**config.mk**
```make
export PLATFORM = sky130hd
export DESIGN_NAME = hazard_scoreboard
export DESIGN_NICKNAME = d
export VERILOG_FILES = /design/src/rtl/hazard_scoreboard.sv
export SDC_FILE = /design/constraint.sdc
export NUM_CORES = 1
export LEC_CHECK = 0
export ABC_AREA = 0
export CAP_MARGIN = 20
export CELL_PAD_IN_SITES_DETAIL_PLACEMENT = 1
export CELL_PAD_IN_SITES_GLOBAL_PLACEMENT = 2
export CORE_ASPECT_RATIO = 0.8
export CORE_MARGIN = 2
export CORE_UTILIZATION = 27
export CTS_CLUSTER_DIAMETER = 50
export DETAILED_ROUTE_END_ITERATION = 10
export PLACE_DENSITY_LB_ADDON = 0.3
export SETUP_SLACK_MARGIN = 0.4
export SYNTH_ARGS = -nofsm -noshare
export SYNTH_HDL_FRONTEND = slang
export SYNTH_SLANG_ARGS = --single-unit
```
**constraint.sdc**
```tcl
create_clock -name clock -period 2.23 [get_ports clock]
set_clock_uncertainty 0.15 [all_clocks]
set_input_delay 0.223 -clock clock [delete_from_list [all_inputs] [get_ports clock]]
set_output_delay 0.223 -clock clock [all_outputs]
set_load 0.01 [all_outputs]
```
**src/rtl/hazard_scoreboard.sv**
```systemverilog
// hazard_scoreboard
// Read-after-write hazard controller for the five-stage pipeline. A shadow
// scoreboard mirrors the destination registers of the instructions in EX,
// MEM and WB. The instruction in ID is compared against it. On a hazard the
// block stalls PC and IF/ID and injects an ID/EX bubble. A branch that
// resolves taken in MEM squashes IF/ID, ID/EX and EX/MEM.
//
// Parameters
//   FORWARDING       1: EX/MEM forwarding exists, so only load-use stalls.
//                    0: stall on any RAW against EX or MEM.
//   RF_WRITE_THROUGH 1: a register-file read sees a same-cycle write.
//                    0: a match with the WB entry also stalls.
//
// Ports
//   clock, reset        rising-edge clock, synchronous active-high reset
//   id_valid            ID holds a real instruction
//   id_rn, id_rm        source registers (id_rm is taken after the Reg2Loc mux)
//   id_uses_rn/rm       the corresponding source is actually read
//   id_rd               destination register
//   id_reg_write        the instruction writes id_rd
//   id_mem_read         the instruction is a load
//   mem_branch_taken    the branch in MEM resolved taken this cycle
//   pc_write            PC update enable
//   ifid_write          IF/ID register enable
//   ifid_flush          IF/ID becomes a NOP
//   idex_bubble         ID/EX control fields are zeroed
//   exmem_bubble        EX/MEM control fields are zeroed
//   stall_count         saturating count of stall cycles
module hazard_scoreboard #(
    parameter bit FORWARDING       = 1'b1,
    parameter bit RF_WRITE_THROUGH = 1'b1
) (
    input  logic        clock,
    input  logic        reset,
    input  logic        id_valid,
    input  logic [4:0]  id_rn,
    input  logic [4:0]  id_rm,
    input  logic        id_uses_rn,
    input  logic        id_uses_rm,
    input  logic [4:0]  id_rd,
    input  logic        id_reg_write,
    input  logic        id_mem_read,
    input  logic        mem_branch_taken,
    output logic        pc_write,
    output logic        ifid_write,
    output logic        ifid_flush,
    output logic        idex_bubble,
    output logic        exmem_bubble,
    output logic [31:0] stall_count
);

    localparam logic [4:0]  XZR     = 5'd31;
    localparam logic [31:0] CNT_MAX = 32'hFFFF_FFFF;

    // Scoreboard entries. The load flag only matters while the producer is
    // in EX, because a load in MEM can already be forwarded. For that reason
    // MEM and WB carry no load flag.
    logic        ex_valid_r;
    logic [4:0]  ex_rd_r;
    logic        ex_load_r;
    logic        mem_valid_r;
    logic [4:0]  mem_rd_r;
    logic        wb_valid_r;
    logic [4:0]  wb_rd_r;
    logic [31:0] stall_count_r;

    logic        rn_hazard_s;
    logic        rm_hazard_s;
    logic        stall_s;
    logic        ex_alloc_s;

    // A used source matches a valid entry. XZR never matches.
    function automatic logic entry_match(
        input logic       used,
        input logic [4:0] src,
        input logic       valid,
        input logic [4:0] rd
    );
        return used & (src != XZR) & valid & (src == rd);
    endfunction

    // Hazard of one source against every entry that matters for this configuration.
    function automatic logic src_hazard(
        input logic       used,
        input logic [4:0] src,
        input logic       exv,
        input logic [4:0] exrd,
        input logic       exld,
        input logic       memv,
        input logic [4:0] memrd,
        input logic       wbv,
        input logic [4:0] wbrd
    );
        logic ex_hit;
        logic mem_hit;
        logic wb_hit;
        ex_hit  = entry_match(used, src, exv, exrd) & (exld | ~FORWARDING);
        mem_hit = entry_match(used, src, memv, memrd) & ~FORWARDING;
        wb_hit  = entry_match(used, src, wbv, wbrd) & ~RF_WRITE_THROUGH;
        return ex_hit | mem_hit | wb_hit;
    endfunction

    // Detect hazards. A taken branch overrides the stall because the stalled instruction is squashed.
    always_comb begin
        rn_hazard_s = src_hazard(id_uses_rn, id_rn, ex_valid_r, ex_rd_r, ex_load_r,
                                 mem_valid_r, mem_rd_r, wb_valid_r, wb_rd_r);
        rm_hazard_s = src_hazard(id_uses_rm, id_rm, ex_valid_r, ex_rd_r, ex_load_r,
                                 mem_valid_r, mem_rd_r, wb_valid_r, wb_rd_r);
        stall_s     = id_valid & (rn_hazard_s | rm_hazard_s) & ~mem_branch_taken;
        ex_alloc_s  = id_valid & id_reg_write & (id_rd != XZR) & ~stall_s & ~mem_branch_taken;
    end

    // Drive the pipeline controls. While reset is held, the pipeline is frozen and flushed.
    always_comb begin
        if (reset) begin
            pc_write     = 1'b0;
            ifid_write   = 1'b0;
            ifid_flush   = 1'b1;
            idex_bubble  = 1'b1;
            exmem_bubble = 1'b1;
        end else begin
            pc_write     = ~stall_s;
            ifid_write   = ~stall_s;
            ifid_flush   = mem_branch_taken;
            idex_bubble  = stall_s | mem_branch_taken;
            exmem_bubble = mem_branch_taken;
        end
    end

    // Advance the scoreboard with the pipeline. Squashed instructions leave no entry.
    always_ff @(posedge clock) begin
        if (reset) begin
            ex_valid_r  <= 1'b0;
            ex_rd_r     <= 5'd0;
            ex_load_r   <= 1'b0;
            mem_valid_r <= 1'b0;
            mem_rd_r    <= 5'd0;
            wb_valid_r  <= 1'b0;
            wb_rd_r     <= 5'd0;
        end else begin
            wb_valid_r  <= mem_valid_r;
            wb_rd_r     <= mem_rd_r;
            mem_valid_r <= ex_valid_r & ~mem_branch_taken;
            mem_rd_r    <= ex_rd_r;
            ex_valid_r  <= ex_alloc_s;
            ex_rd_r     <= id_rd;
            ex_load_r   <= id_mem_read & ex_alloc_s;
        end
    end

    // Count stall cycles, holding at the maximum value.
    always_ff @(posedge clock) begin
        if (reset) begin
            stall_count_r <= 32'd0;
        end else if (stall_s && (stall_count_r != CNT_MAX)) begin
            stall_count_r <= stall_count_r + 32'd1;
        end else begin
            stall_count_r <= stall_count_r;
        end
    end

    assign stall_count = stall_count_r;

endmodule

```
==> impl_metrics.tcl, run 1 <==
set metrics [dict create \
    hold_path_class "in2reg" \
    rows 28 \
    synth_area_leaders "dfxtp_1 38%, xor2_1 6.3%, a21oi_1 5.3%, nand4_1 3.9%, or3_1 3.9%" \
    grt_max_degree 29 \
    clock_latency_ns 0.30 \
    core_um2 7430 \
    grt_pass1_wl_um 11000 \
    io_pins 60 \
    criticalPathCategory "reg2out" \
    power_density_nw_per_um2 389 \
    synth_top_area_share_pct 37.6 \
    track_usage_pct 16.9 \
    cts_sinks 39 \
    sw_frac_of_total_pct 23.0 \
    period_share_pct 100 \
    synth_area_um2 2080 \
    fmax_mhz 449 \
    die_h_um 82.4 \
    synth_flop_cell "dfxtp_1" \
    portBuffers 59 \
    vias 2307 \
    maxCapViolCount 0 \
    nFillCells 864 \
    wl_um 7450 \
    ff2ff_path_depth 7 \
    comb_power_share_pct 8.3 \
    syn-num-nets 268 \
    cts_tree "built" \
    fin_util_pct 48.9 \
    p_sw_mw 0.324 \
    seq_area_frac_synth_pct 37.6 \
    top_layer_used "met4" \
    cp_max_fo 2 \
    regToRegEndpoint "stall_count[26]" \
    p_leak_nw 1.29 \
    status "completed" \
    die_x_um 102 \
    setup_viol 0 \
    antenna_cells 0 \
    reg2reg_from "ex_rd_r[1]" \
    tightest_slew_ns 0.549 \
    hold_end "ex_load_r" \
    dr_wl_met3_um 248 \
    firstDrtPassIters 4 \
    htree_num_levels 2 \
    drtIter0Drc 73 \
    hold-path-cell-count 2 \
    fin_cells 458 \
    clock-root-buffer "clkbuf_8" \
    worst_setup_path_start_kind "register" \
    ant_nets 0 \
    yosys_warnings 0 \
    avgSynthCellArea_um2 8.51 \
    cts_made_buffers 5 \
    hold_buffers 0 \
    die-area_um2 8410 \
    endpoint_kind "output port" \
    overflow 0 \
    drive_gt1_share_pct 37.7 \
    rsz0062_at_grt "true" \
    critPathRequiredTime_ns 1.86 \
    finalHoldViolCount 0 \
    path_clk_slew_ns 0.08 \
    drt-met1-wl_um 3570 \
    layout.nets 376 \
    critical_path_arrival_ns 1.86 \
    post-dp-hpwl_um 4880 \
    cts_buffer_depth 2 \
    start_util_pct 27.9 \
    area_delta_synth_final_pct 74.8 \
    ir_worst_vdd_uv 203 \
    wl_per_cell_um 16.3 \
    routed-wl-met2_um 3550 \
    seqPwrFrac_pct 49.6 \
    grt_pass1_vias 2192 \
    r2r_setup_slack_ns 0.02 \
    post-route-drc-count 0 \
    dp.cells 424 \
    min_period_ns 2.23 \
    ys_ff_latch 39 \
    vias_per_cell 5.04 \
    min_from "id_mem_read" \
    p_clk_share_pct 42.1 \
    gp_congestion 0.743 \
    synthCells 244 \
    p_int_mw 1.09 \
    timing.final.max_slew_violations 0 \
    async_flop_share_pct 0 \
    yosysUniqueCellTypes 39 \
    synth-edff-count 0 \
    maxSlewHeadroom_pct 62.5 \
    antenna_found_initial 0 \
    yosysTopAreaCell "dfxtp_1" \
]
[layout make-up]
type                    instances  area, µm²  share of cell area [%]
clock buffers                   5       68.8                    1.90
flip-flops and latches         39        813                    22.4
inverters                       4       15.0                   0.414
repair buffers                114       1090                    30.0
multi-input cells             188       1470                    40.6
clock inverters                 3       38.8                    1.07
well taps                     105        131                    3.62
[state kept, by name, summed over array words and instances (netlist names)]
signal / cells
ex_rd_r: 5
ex_valid_r: 1
stall_count: 32
ex_load_r: 1
[cells in the final DEF, fill, tap and decap left out, drive strengths merged, types with 10 or more instances in the layout]
cell type,Yosys,final
a21oi,22,22
buf,9,58
clkdlybuf4s50,0,49
dfxtp,39,39
nand2,13,13
nand4,13,13
nor2,18,18
o21ai,15,15
o31ai,10,10
or3,13,13
or4,10,10
xor2,15,15
[cell families after synthesis]
| kind of cell | count (synthesis) | share of synthesized area, % |
|---|---|---|
| and+or+nand+nor | 107 | 29.8 |
| adders and majority gates | 1 | 0.603 |
| AOI/OAI and AO/OA | 61 | 19.0 |
| buffers and inverters | 17 | 4.70 |
| xor gates and xnor gates | 16 | 6.75 |
| DFF | 39 | 37.6 |
| muxes | 3 | 1.57 |
[metrics by stage]
stage | cell area [µm²] | power, mW | hold slack [ns] | worst slack [ns] | setup TNS (ns)
after floorplan | 2160 | 0.757 | 0.195 | 0.240 | 0
after global placement | 3020 | 0.821 | 0.347 | -0.315 | -6.03
after detailed placement | 3020 | 0.822 | 0.362 | -0.342 | -7.33
after CTS | 3220 | 1.42 | 0.328 | 0.00814 | 0
after global routing | 3630 | 1.47 | 0.328 | -0.0990 | -0.732
final | 3630 | 1.41 | 0.334 | 0.000557 | 0
[routing by layer]
layer / track usage, % / vias to the layer above
met3: 3.45 / 10
li1: - / 1134
met5: 0 / -
met1: 23.3 / 1117
met4: 5.07 / 0
met2: 26.6 / 46
[cell usage after synthesis, types with 2 or more instances]
cell type and count:
dfxtp_1 39, a21oi_1 22, nor2_1 18, xor2_1 15, nand2_1 13, nand4_1 13, o21ai_0 13, or3_1 13
o31ai_1 10, or4_1 10, nand3_1 9, and3_1 7, nor2b_1 7, nor3_1 6, o2111ai_1 5, buf_4 4
clkbuf_1 4, inv_1 4, o211ai_1 4, and2_1 3, buf_2 3, a41oi_1 2, buf_6 2, mux2_2 2
or2_2 2
[power by group through the flow]
stage / Combinational [mW] / Sequential [mW] / Clock [mW]
after floorplan: 0.0396 / 0.718 / 0
after global placement: 0.101 / 0.719 / 0
after detailed placement: 0.103 / 0.719 / 0
after CTS: 0.102 / 0.703 / 0.617
after global routing: 0.126 / 0.701 / 0.642
final: 0.117 / 0.699 / 0.594
[worst max-delay path, stage by stage, from the launching register on]
cell and delay (ns):
dfxtp_4 0.35, xor2_1 0.16, nor4_2 0.39, buf_4 0.18, o2111ai_2 0.12, o21ai_2 0.09, a31o_2 0.17, buf_6 0.10
[how the worst max path moves through the flow]
stage / startpoint / slack (ns) / to
final: ex_rd_r[1] / 0.0006 / idex_bubble
after global routing: ex_rd_r[0] / -0.1 / idex_bubble
after CTS: ex_rd_r[1] / 0.008 / stall_count[21]
after detailed placement: id_rn[2] / -0.34 / idex_bubble
after global placement: id_rn[2] / -0.32 / idex_bubble
after floorplan: ex_rd_r[0] / 0.24 / stall_count[26]
[timing repair]
item | 4_1_cts | 5_1_grt
gates resized for setup | 32 | 67
endpoints found under the setup margin | 38 | 37
buffers inserted | 2 | 22
gates cloned | 0 | 2
hold endpoints to repair | 0 | 0
pin swaps | 13 | 31
(Power assumes the default switching activity.)
==> inputs of run 2 (changes only) <==
--- a/config.mk
+++ b/config.mk
@@ -14,6 +14,7 @@
 export CORE_UTILIZATION = 27
 export CTS_CLUSTER_DIAMETER = 50
 export DETAILED_ROUTE_END_ITERATION = 10
+export HOLD_SLACK_MARGIN = 0.05
 export PLACE_DENSITY_LB_ADDON = 0.3
 export SETUP_SLACK_MARGIN = 0.4
 export SYNTH_ARGS = -nofsm -noshare
==> results of run 2 <==
The final DEF is identical to that of run 1; final timing and power are the same.
==> inputs of run 3 (changes only) <==
--- a/config.mk
+++ b/config.mk
@@ -17,6 +17,7 @@
 export HOLD_SLACK_MARGIN = 0.05
 export PLACE_DENSITY_LB_ADDON = 0.3
 export SETUP_SLACK_MARGIN = 0.4
+export SKIP_LAST_GASP = 1
 export SYNTH_ARGS = -nofsm -noshare
 export SYNTH_HDL_FRONTEND = slang
 export SYNTH_SLANG_ARGS = --single-unit
==> run 3 against run 2 <==
First-iteration DRC count down 34%. Clock power about the same. Power up 0.14%. Maximum frequency up 0.83%. Utilization down 0.76 points. Sequential share of layout area up 0.28 points. Wire length down 2.0%. Critical path depth up 1. Flip-flop and latch count unchanged. Design area down 1.6%. Largest power group unchanged.
==> impl_metrics.tcl, run 3 (synthesized netlist as in run 1, its figures left out) <==
set metrics [dict create \
    rsz0062_at_grt "true" \
    wl_um 7300 \
    start_util_pct 27.9 \
    cp_max_fo 8 \
    io_pins 60 \
    fmax_mhz 452 \
    area_delta_synth_final_pct 72.1 \
    htree_num_levels 2 \
    clock_latency_ns 0.30 \
    finalHoldViolCount 0 \
    die_x_um 102 \
    routed-wl-met2_um 3420 \
    portBuffers 59 \
    grt_pass1_vias 2192 \
    cts_made_buffers 5 \
    largest_reg_flops 32 \
    r2r_setup_slack_ns 0.02 \
    drt-met1-wl_um 3560 \
    design_power_total_mw 1.41 \
    worst_setup_path_start_kind "register" \
    layout_commonest_cell "clkdlybuf4s50_1" \
    grt_max_degree 29 \
    track_usage_pct 16.9 \
    final_cell_mix "49 x clkdlybuf4s50_1, 38 x buf_4, 27 x dfxtp_1" \
    cts_buffer_depth 2 \
    wl_per_cell_um 15.9 \
    endpoint_kind "register" \
    maxSlewHeadroom_pct 61.3 \
    period_share_pct 99.2 \
    pre_cts_ws_ns -0.342 \
    worst_hold_slack_ns 0.334 \
    vias_per_cell 5.01 \
    nFillCells 872 \
    maxCapViolCount 0 \
    critical_path_arrival_ns 2.30 \
    overflow 0 \
    tightest_slew_ns 0.566 \
    hold_path_class "in2reg" \
    rows 28 \
    status "completed" \
    vias 2295 \
    critPathRequiredTime_ns 2.32 \
    criticalPathCategory "reg2reg" \
    gp_congestion 0.743 \
    timing.final.max_slew_violations 0 \
    power_density_nw_per_um2 395 \
    clock-root-buffer "clkbuf_8" \
    setup_viol 0 \
    ant_nets 0 \
    layout.nets 376 \
    drive_gt1_share_pct 35.1 \
    final_area_um2 3570 \
    dp.cells 424 \
    fin_cells 458 \
    grt_pass1_wl_um 11000 \
    fin_ws_ns 0.0189 \
    antenna_cells 0 \
    p_leak_nw 1.28 \
    core_um2 7430 \
    post-dp-hpwl_um 4880 \
    firstDrtPassIters 4 \
    min_period_ns 2.21 \
    path_clk_slew_ns 0.08 \
    post-route-drc-count 0 \
    dr_wl_met3_um 233 \
    cts_sinks 39 \
    antenna_found_initial 0 \
    die_h_um 82.4 \
    cts_tree "built" \
    top_layer_used "met4" \
    ir_worst_vdd_uv 202 \
    fin_util_pct 48.1 \
    dpl_cell_area_um2 3020 \
    setup_tns_ns 0 \
    die-area_um2 8410 \
    drtIter0Drc 48 \
]
run 3: metal layers:
layer,GRT usage [%],vias up
met3,3.45,10
met2,26.6,42
li1,-,1137
met5,0,-
met1,23.3,1106
met4,5.07,0
run 3: power breakdown:
group | leakage (nW) | internal (mW) | switching [mW]
logic | 0.900 | 0.0649 | 0.0508
registers | 0.323 | 0.695 | 0.00570
clock network | 0.0556 | 0.328 | 0.268
run 3: area by class of cell:
| type | instances | area (µm²) | area share, % |
|---|---|---|---|
| multi-input combinational | 188 | 1430 | 40.1 |
| timing repair buffer | 114 | 1080 | 30.1 |
| sequential | 39 | 811 | 22.7 |
| tap | 105 | 131 | 3.68 |
| clock buffer | 5 | 68.8 | 1.93 |
| clock inverter | 3 | 38.8 | 1.09 |
| inverter | 4 | 15.0 | 0.420 |
run 3: final timing paths:
check | start | to | cells past startpoint
worst min-delay path | id_mem_read | ex_load_r | 2
worst max register to register | ex_rd_r[1] | stall_count[26] | 8
worst min register to register | stall_count[19] | stall_count[19] | 2
worst max-delay path | ex_rd_r[1] | stall_count[26] | 8
run 3: worst max-delay path, stage by stage (launching register included):
cell,delay (ns)
dfxtp_4,0.35
buf_6,0.12
xor2_2,0.14
nor3_2,0.21
and4bb_4,0.34
buf_12,0.13
o21ai_4,0.10
or4_1,0.49
a21oi_1,0.13
run 3: timing repair:
action / CTS / global route
setup endpoints to repair: 38 / 37
pin swaps: 13 / 29
gates cloned: 0 / 2
setup buffers: 2 / 22
resized for setup: 32 / 52
hold buffers: 0 / 0
==> patch 1, RTL diff (flow settings as in run 2) <==
Set the parameter `RF_WRITE_THROUGH` to 1'b0 (it was 1'b1).
--- a/src/rtl/hazard_scoreboard.sv
+++ b/src/rtl/hazard_scoreboard.sv
@@ -29,5 +29,5 @@
 module hazard_scoreboard #(
     parameter bit FORWARDING       = 1'b1,
-    parameter bit RF_WRITE_THROUGH = 1'b1
+    parameter bit RF_WRITE_THROUGH = 1'b0
 ) (
     input  logic        clock,
Formal check against the unedited RTL: not equivalent (Yosys sat finds a counterexample within 4 cycles, from zero or initial values and one cycle with reset high).
==> patch 1 against run 2 <==
The run now ends with negative setup slack left. Design area is 13% higher. Power is 40% higher. Wire length is 9.0% higher. Worst setup slack worse by 0.11 ns. Sequential cell count is 12 higher. Area after synthesis is 23% higher. Critical path depth is 1 higher. Sequential power is 32% higher.
==> patch 1: results (changes against run 2) <==
stage,metric,value,unit,change
run_status,outcome,"complete, but fails checks",,
run_status,failing checks,negative setup slack,,
logic_synthesis,Area contributors post-synth,"dfxtp_1 40%, xor2_1 6.2%, nor2b_1 5.9%",,
pwr,VDD IR max,0.314,mV,+54%
worst_setup_path,Worst Setup EP,ifid_write,,
worst_setup_path,worst r2r src,wb_rd_r[3],,
min_path,critical hold path startpoint,mem_branch_taken,,
cells_and_area,Clock-cell share,4.20,%,+1.2 points
worst_setup_path,r2r endpoint,stall_count[10],,
cells_and_area,layout cell share with drive strength beyond 1,33.4,%,-4.3 points
place,Place WS,-0.530,ns,-0.188 ns
drt,DR iter-0 viols,88,,+21%
cells_and_area,Non-clk invs,3,,-1
place,Post-DP HPWL,5500,µm,+13%
clock_network,post_cts resized,36,,+13%
timing,Sum Neg Setup Slack,-0.715,ns,-0.715 ns
worst_setup_path,internal reg-to-reg setup slack,-0.07,ns,-0.09 ns
worst_setup_path,maximum net fanout on the critical path,3,,+1
cells_and_area,fin area,0.00411,mm²,+13%
min_path,hold path cells,3,,+1
worst_setup_path,CP startpoint,wb_rd_r[1],,
cells_and_area,Final Core Density,45.1,%,-3.8 points
logic_synthesis,Syn Nets,318,,+19%
timing,Setup-failing EPs final,20,,+20
timing,Setup WS post-layout,-0.106,ns,-0.107 ns
worst_setup_path,Worst EP arrival,1.96,ns,+0.10 ns
grt,Total GRT Usage,15.8,%,-1.1 points
cells_and_area,register area,0.00108,mm²,+32%
cells_and_area,Signal buffers,95,,-17%
place,Placement Cell Area,0.00348,mm²,+15%
drt,vias post-DR,2530,,+9.7%
min_path,Hold Path End,mem_valid_r,,
drt,drt wl/cell,16.4,µm,+0.87%
cells_and_area,multi-input logic area,0.00175,mm²,+18%
worst_setup_path,"delay-heaviest family, CP",compound AO/OA/AOI/OAI gates,,
logic_synthesis,"Avg Cell Area, Syn",8.68,µm²,+2.1%
logic_synthesis,"Seq/Total Area, Yosys",40.0,%,+2.4 points
grt,largest net degree at the start of global routing,57,,+97%
worst_setup_path,worst reg-to-reg path cell count,9,,+2
clock_network,Post-CTS Setup Bufs,3,,+1
clock_network,CTS root buffer,clkbuf_16,,
cells_and_area,Seq cells,51,,+31%
place,placed cells,475,,+12%
cells_and_area,NonClk Buf Share,23.3,%,-6.6 points
timing,max_slew headroom,71.8,%,+9.3 points
worst_setup_path,"slowest stage delay, CP",0.37,ns,-0.02 ns
pwr,Leakage,0.00148,µW,+15%
logic_synthesis,post-synth cell types,41,,+5.1%
timing,Fin Hold WS,0.201,ns,-0.133 ns
## patch 1: changes by cell type after synthesis, moves of 4 or more
cell	change
clkbuf_1	+5
nor2b_1	+17
dfxtp_1	+12
mux2_2	+6
o31ai_1	-8
or3_1	+7
nand4_1	+5
o21ai_0	+8
nor4_1	+8
or4_1	-8
o211ai_1	-4
o2111ai_1	-5
## patch 1: power by group
group          internal, µW  switching (µW)  leakage [µW]
combinational          72.8            69.7      0.000968
clock                   536             373     0.0000844
sequential              910            11.1      0.000426
## patch 1: metal layers
metal	up-vias	wire, µm	track usage [%]
met4	0	84	3.96
met2	40	3770	24.8
met5	-	0	0
met1	1253	4010	22.2
met3	7	260	3.00
li1	1230	-	-
## patch 1: cells by family (layout without fill, tap and decap cells)
family	Yosys count	after routing	share of synthesized area [%]
buf+inv	20	106	4.26
simple gates	139	139	32.4
compound gates	55	55	12.5
fa+ha+maj	1	1	0.490
xor+xnor	20	20	6.86
flops	51	51	40.0
mux	8	8	3.53
==> patch 2, RTL diff (flow settings as in run 2) <==
Made on the original files. Put one more register stage on the output `stall_count`, cleared by the reset. The value now appears one clock later. The other outputs are not delayed to match. Comments in the files are not updated.
--- a/src/rtl/hazard_scoreboard.sv
+++ b/src/rtl/hazard_scoreboard.sv
@@ -160,5 +160,11 @@
     end
 
-    assign stall_count = stall_count_r;
+    always_ff @(posedge clock) begin
+        if (reset) begin
+            stall_count <= '0;
+        end else begin
+            stall_count <= stall_count_r;
+        end
+    end
 
 endmodule
Formal check against the unedited RTL: not equivalent (Yosys sat finds a counterexample within 4 cycles, from zero or initial values and one cycle with reset high).
==> patch 2 against run 2 <==
Area after synthesis up 40%. Sequential cell count up 32. Power rose by 110%. Wire length increased by 18%. Design area rose by 33%. Die area up 38%. Highest routed layer unchanged. Sequential power rose by 83%. Non-clock buffer count decreased by 4. Worst setup slack better by 0.050 ns. Critical path depth up 2. Largest power group is now the clock network.
==> patch 2: results (changes against run 2) <==
stage,metric,value,unit,change
run_status,outcome,"finished, final reports clean",,
place,Placer Congestion,0.754,,+1.4%
logic_synthesis,register bit total from synthesis,71,,+82%
cells_and_area,multi-input logic area,0.00178,mm²,+21%
clock_network,CTS Buf Count,9,,+4
clock_network,CTS root buffer,clkbuf_16,,
drt,drt wl/cell,15.8,µm,-2.7%
cells_and_area,sequential cell area share,30.2,%,+7.8 points
cells_and_area,multi-input combinational cell count,216,,+15%
cells_and_area,Clock-cell share,6.77,%,+3.8 points
worst_setup_path,maximum net fanout on the critical path,6,,+4
cells_and_area,Signal buffers,110,,-3.5%
drt,routed wire length,8820,µm,+18%
clock_network,Max H-tree Level,3,,+1
timing,final worst path period share,97.7,%,-2.3 points
worst_setup_path,worst reg-to-reg path cell count,9,,+2
logic_synthesis,"Avg Cell Area, Syn",9.47,µm²,+11%
place,Placement Cell Area,0.00395,mm²,+31%
grt,first-pass GRT wire length,14300,µm,+29%
worst_setup_path,Crit Path Category,reg2reg,,
worst_setup_path,internal reg-to-reg setup slack,0.05,ns,+0.03 ns
cells_and_area,layout cell share with drive strength beyond 1,39.3,%,+1.7 points
pwr,Leakage,0.00198,µW,+54%
pwr,switch share,21.4,%,-1.6 points
clock_network,latest clock arrival within the worst-skew pair,0.33,ns,+0.03 ns
logic_synthesis,post-synth cell types,42,,+7.7%
worst_setup_path,Worst EP arrival,2.30,ns,+0.44 ns
worst_setup_path,Worst Setup EP,stall_count_r[11],,
cells_and_area,clk_buf instances,12,,+7
==> patch 2: logic make-up after synthesis <==
family / synth area share (%)
fa+ha+maj: 0.430
simple gates: 31.8
xor+xnor: 3.27
flops: 48.9
buf+inv: 3.92
compound gates: 5.12
mux: 6.59
==> patch 2: timing repair <==
item,in CTS,in global routing
gates cloned,3,0
gates resized for setup,79,30
pin swaps,20,8
setup endpoints to repair,39,37
setup buffers,17,4
==> patch 2: critical path, cell delays in order, from the launching register on <==
cell and delay [ns]:
dfxtp_4 0.37, xnor2_2 0.20, nand3_2 0.14, nor4_4 0.24, buf_4 0.18, o21ai_4 0.09, buf_6 0.15, buf_16 0.13
or4_4 0.42, nand2_2 0.07
==> patch 2: worst min path at each step <==
| stage | from | end | slack [ns] |
|---|---|---|---|
| global route | reset | ex_rd_r[3] | 0.06 |
| detailed placement | stall_count_r[22] | stall_count[22] | 0.32 |
| CTS | reset | ex_rd_r[3] | 0.06 |
| global placement | stall_count_r[29] | stall_count[29] | 0.33 |
| floorplan | id_rd[3] | ex_valid_r | 0.19 |
| finish | reset | ex_rd_r[3] | 0.06 |
==> patch 2: power groups by stage <==
stage	Sequential, µW	Combinational [µW]	Clock [µW]
floorplan	1300	60.0	0
CTS	1280	132	1590
global route	1280	149	1670
finish	1280	137	1560
detailed placement	1310	123	0
global placement	1310	122	0
==> patch 2: layer usage <==
| metal | wire length, µm | vias to the layer above | part of all wire [%] | GRT usage [%] |
|---|---|---|---|---|
| met3 | 249 | 14 | 2.8 | 3.71 |
| met1 | 4070 | 1303 | 46 | 19.7 |
| li1 | - | 1279 | - | - |
| met2 | 4320 | 53 | 49 | 25.4 |
| met4 | 176 | 0 | 2.0 | 6.15 |
| met5 | 0 | - | 0 | 0 |
